==> config.mk <==
export PLATFORM = sky130hd
export DESIGN_NAME = mem_access_unit
export DESIGN_NICKNAME = d
export VERILOG_FILES = /design/src/rtl/mem_access_unit.sv
export SDC_FILE = /design/constraint.sdc
export NUM_CORES = 2
export LEC_CHECK = 0
export CAP_MARGIN = 20
export CORE_MARGIN = 1
export CORE_UTILIZATION = 45
export CTS_CLUSTER_DIAMETER = 100
export DETAILED_ROUTE_END_ITERATION = 8
export DONT_BUFFER_PORTS = 1
export MAX_ROUTING_LAYER = met4
export PLACE_DENSITY_LB_ADDON = 0.05
export SLEW_MARGIN = 20
export SYNTH_ARGS = -nofsm -noshare
export SYNTH_HDL_FRONTEND = slang
export SYNTH_SLANG_ARGS = --single-unit
==> constraint.sdc <==
create_clock -name clk -period 8.1 [get_ports clk]
set_input_delay 0.81 -clock clk [delete_from_list [all_inputs] [get_ports clk]]
set_output_delay 0.81 -clock clk [all_outputs]
set_load 0.005 [all_outputs]
==> src/rtl/mem_access_unit.sv <==
// Memory stage: word access to on-chip RAM with programmable wait states.
// Ports: MemRead/MemWrite/addr/wdata in; rdata, ready, busy, err out.
module mem_access_unit #(
  parameter int DATA_W  = 16,
  parameter int ADDR_W  = 16,
  parameter int MEM_AW  = 8,
  parameter int LATENCY = 3
) (
  input  logic              clk,
  input  logic              rst_n,
  input  logic              MemRead,
  input  logic              MemWrite,
  input  logic [ADDR_W-1:0] addr,
  input  logic [DATA_W-1:0] wdata,
  output logic [DATA_W-1:0] rdata,
  output logic              ready,
  output logic              busy,
  output logic              err
);

  localparam int DEPTH = 2 ** MEM_AW;
  localparam logic [3:0] CNT_INIT = 4'(LATENCY - 1);

  typedef enum logic [1:0] {
    IDLE,
    ACCESS,
    DONE
  } state_t;

  state_t state_q, state_d;
  logic [3:0] cnt_q, cnt_d;
  logic we_q, we_d;
  logic [MEM_AW-1:0] idx_q, idx_d;
  logic [DATA_W-1:0] wdat_q, wdat_d;
  logic [DATA_W-1:0] rdata_q;
  logic ready_q, ready_d;
  logic err_q, err_d;
  logic commit;

  logic [DATA_W-1:0] mem [DEPTH];

  // Upper address bits alias onto the RAM.
  logic unused_addr;
  assign unused_addr = ^addr[ADDR_W-1:MEM_AW];

  always_comb begin
    state_d = state_q;
    cnt_d   = cnt_q;
    we_d    = we_q;
    idx_d   = idx_q;
    wdat_d  = wdat_q;
    ready_d = 1'b0;
    err_d   = 1'b0;
    commit  = 1'b0;
    unique case (state_q)
      IDLE: begin
        if (MemRead && MemWrite) begin
          err_d = 1'b1;
        end else if (MemRead || MemWrite) begin
          we_d    = MemWrite;
          idx_d   = addr[MEM_AW-1:0];
          wdat_d  = wdata;
          cnt_d   = CNT_INIT;
          state_d = ACCESS;
        end
      end
      ACCESS: begin
        if (cnt_q != 4'd0) begin
          cnt_d = cnt_q - 4'd1;
        end else begin
          commit  = 1'b1;
          ready_d = 1'b1;
          state_d = DONE;
        end
      end
      DONE: begin
        state_d = IDLE;
      end
      default: begin
        state_d = IDLE;
      end
    endcase
  end

  always_ff @(posedge clk or negedge rst_n) begin
    if (!rst_n) begin
      state_q <= IDLE;
      cnt_q   <= '0;
      we_q    <= 1'b0;
      idx_q   <= '0;
      wdat_q  <= '0;
      ready_q <= 1'b0;
      err_q   <= 1'b0;
    end else begin
      state_q <= state_d;
      cnt_q   <= cnt_d;
      we_q    <= we_d;
      idx_q   <= idx_d;
      wdat_q  <= wdat_d;
      ready_q <= ready_d;
      err_q   <= err_d;
    end
  end

  always_ff @(posedge clk or negedge rst_n) begin
    if (!rst_n) begin
      rdata_q <= '0;
    end else if (commit && !we_q) begin
      rdata_q <= mem[idx_q];
    end
  end

  // RAM is not reset; commit is gated by state so reset cancels a pending write.
  always_ff @(posedge clk) begin
    if (commit && we_q) begin
      mem[idx_q] <= wdat_q;
    end
  end

  assign rdata = rdata_q;
  assign ready = ready_q;
  assign err   = err_q;
  assign busy  = (state_q != IDLE);

endmodule

==> summary.txt <==
Final layout
  • Most frequent cells in the layout: edfxtp_1 (4096), mux4_2 (974), clkbuf_16 (444)
  • Fillers: between 20000 and 30000
  • Layout Nets: 7599
  • Syn-to-layout area delta: 13.96%
  • Commonest non-fill, non-tap cell in the layout: edfxtp_1
  • Fin cells: around 13000
  • Layout cells sized above 1: around 28%

Logic synthesis
  • Top_reg_cell synth: edfxtp_1
  • #FFs+latches synth: between 4000 and 5000
  • Synth Warn #: 0
  • Sequential share of the synthesized area: between 70 and 80%
  • Top cell type's share of synthesized area: 77.48%
  • Gate Count Post-Synth: between 7000 and 8000
  • Mean post-synth cell area: between 20 and 25 sq um
  • Synth top area cells: edfxtp_1 (77%), mux4_2 (14%), mux2i_1 (1.8%)
  • Async set-reset flop share out of synthesis: ~1.2%
  • Post-synth top area cell: edfxtp_1
  • Number of flops mapped to enable cells by yosys: ~4000
  • Mapped Area: between 150000 and 200000 sq um
  • Yosys cell types: between 60 and 70
  • Post-synth net total: 7200

Drt
  • Remaining DRCs: 0
  • Drt first pass iters: 6
  • Vias per cell: 6.200
  • Vias after detailed routing: ~78000
  • Detailed Route WL: 472.8 mm
  • Routed Antenna Nets: 0
  • DR WL/cell: roughly 38 microns
  • DRT iter0 DRCs: between 9000 and 10000

Critical path
  • Critical path, cell by cell: buf_12 -> or3b_2 -> buf_4 -> o22ai_1 -> nor3_1 -> o22ai_1 -> nor3_1 -> o32a_1
  • Worst reg2reg startpoint: idx_q[0]
  • Crit path to: rdata[1]
  • Reg2Reg Depth: 8
  • CP startpoint: idx_q[0]
  • Crit path arrival time: ~6.0 ns
  • CP peak stage delay: approximately 0.96 ns
  • R2r endpoint: rdata[1]
  • FF-to-FF setup slack: about 3.0 ns
  • Startpoint Class: flip-flop
  • Worst Path Buf+Inv: 2
  • Crit end category: flip-flop
  • CP top delay family: simple AND/OR/NAND/NOR gates
  • Worst EP required: 9.00 ns
  • Critical path depth: 8
  • CP max-delay cell: nor3_1
  • Crit Path Category: reg -> reg
  • Max FO, Critical Path: 83

STA
  • Max-slew headroom: 11.36%
  • Setup violators final: 0
  • Clock skew: ~0.047 ns
  • Max Slew Vio Count: 0
  • Fin. Hold Viols: 0
  • Tcrit/Tclk final: between 60% and 70%
  • Setup TNS: 0 ns
  • Max Clk Rate: a little under 200 MHz
  • Tmin final: 5.074 ns
  • Slew @ Worst Pin: 1.330 ns
  • RSZ-0062 raised after global routing: no

Clocking
  • CTS sink cnt: 4145
  • CTS tree: done
  • Reg clk slew, reported paths: 0.06 ns
  • H-tree Lvls: 5
  • Skew-Pair Late Insertion Delay: 1.00 ns
  • CTS Buffer Depth: 4
  • Clk root buf: clkbuf_16
  • Post_cts resized: 0
  • Inserted Clock Buffers: roughly 440

Placement
  • Dpl hpwl: between 200 and 300 mm
  • Dpl cells: 11690
  • IO Port Bufs: 0
  • GP Congestion: 0.8740

GRT
  • Vias in the first global route: about 77000
  • Overflow after GRT: 0
  • Antenna violations before repair: 31
  • Largest net degree at the start of global routing: ~160
  • Tot GR Track Use: a little over a quarter
  • First-pass GRT wire length: around 650 mm

Floorplan
  • Die Y-Extent: 596.0 microns
  • Starting Density: 45.33%
  • Die width: slightly below 600 microns
  • Core area: around 350000 sq um
  • Die ar.: 355200 sq um
  • Top-Level Pins: 55
  • Site row count: between 200 and 250

Hold path
  • Hold Path Origin: MemWrite
  • Worst Hold Class: in -> reg

Pwr
  • Maximum vdd ir drop: roughly 0.48 mV
  • Power density over the cells: approximately 380 nW/um^2
  • P_leak: ~56 nW

Run status
  • Status: completed

Run
  • Max Cap Violations: 0
-- where the power goes --
part	internal, W	total, W	switching [W]
logic	0.00631	0.0200	0.0137
registers	0.0270	0.0282	0.00114
clock network	0.0116	0.0200	0.00841
-- sequential cells by signal, summed over array words and instances (netlist names) --
signal / flops
cnt_q: 4
err: 1
idx_q: 8
mem: 4096
rdata: 16
ready: 1
state_q: 2
wdat_q: 16
we_q: 1
-- logic make-up (layout without fill, tap and decap cells) --
| family | count (synthesis) | after routing | synth area share, % |
|---|---|---|---|
| flip-flops | 4145 | 4145 | 78.25 |
| multiplexers | 1282 | 1282 | 15.78 |
| AND/OR/NAND/NOR | 738 | 738 | 2.025 |
| AO/OA/AOI/OAI | 566 | 566 | 2.540 |
| buffers and inverters | 425 | 1185 | 1.367 |
| adder cells (fa/ha/maj) | 3 | 3 | 0.02365 |
| XOR/XNOR | 2 | 2 | 0.01104 |
| other | 0 | 12 | 0 |
-- Yosys cell counts (19+ instances only) --
master    instances
a21oi_1          56
a22oi_1         109
nor3_1           45
nor2_1          324
o221ai_1         19
nand2_1         191
mux2i_1         279
edfxtp_1       4096
o21ai_0          29
a32oi_1          40
o22a_1           28
buf_1            37
dfrtp_1          49
nand3_1          85
clkbuf_1        138
a211oi_1         43
mux4_2          974
a31oi_1          27
buf_4            79
mux2_2           27
nor2b_1          28
buf_2           145
o22ai_1         127
-- worst register-to-register path: cells and delay by family, from the launching register on --
kind	cells	cell delay, ns
AOI/OAI and AO/OA	3	0.94
DFF	1	0.87
buffers and inverters	2	1.08
and+or+nand+nor	3	2.13
-- worst min path at each step --
stage,endpoint,slack [ns],cells past startpoint
2_1_floorplan,rdata[11],0.49,1
3_3_place_gp,idx_q[6],0.52,0
3_5_place_dp,idx_q[6],0.52,0
4_1_cts,err,0.11,3
5_1_grt,err,0.17,3
6_report,err,0.17,3
-- layout make-up --
| class | count | area (sq um) | share of cell area [%] |
|---|---|---|---|
| tap | 4599 | 5754 | 3.181 |
| sequential | 4145 | 124300 | 68.71 |
| antenna | 12 | 30.03 | 0.01660 |
| timing repair buffer | 372 | 3253 | 1.798 |
| inverter | 13 | 58.81 | 0.03250 |
| clock inverter | 277 | 2743 | 1.516 |
| multi-input combinational | 2591 | 33330 | 18.42 |
| clock buffer | 523 | 11450 | 6.327 |
-- per-stage QoR --
step                power (W)  instance area, sq um  worst slack [ns]  hold WS (ns)  utilization [%]
finish                0.06813                180900             3.026        0.1712            51.65
global route          0.06996                180900             2.865        0.1691            51.65
CTS                   0.06856                180600             2.958        0.1071            51.57
detailed placement    0.04868                166200             2.989        0.5187            47.44
global placement      0.04837                165900             2.963        0.5183            47.37
floorplan             0.03970                158800             4.116        0.4950                -
-- layer usage --
metal	up-vias	global-route usage (%)	share of wire [%]
met3	746	3.791	6.9
li1	31230	-	-
met1	42580	37.07	41
met2	3148	42.98	49
met5	-	-	0
met4	0	9.309	3.9
-- timing repair --
item	in CTS	in global routing
hold buffers	23	0
setup buffers	0	0
hold endpoints to repair	70	0
Note: power is estimated with default switching activity, not from simulation.
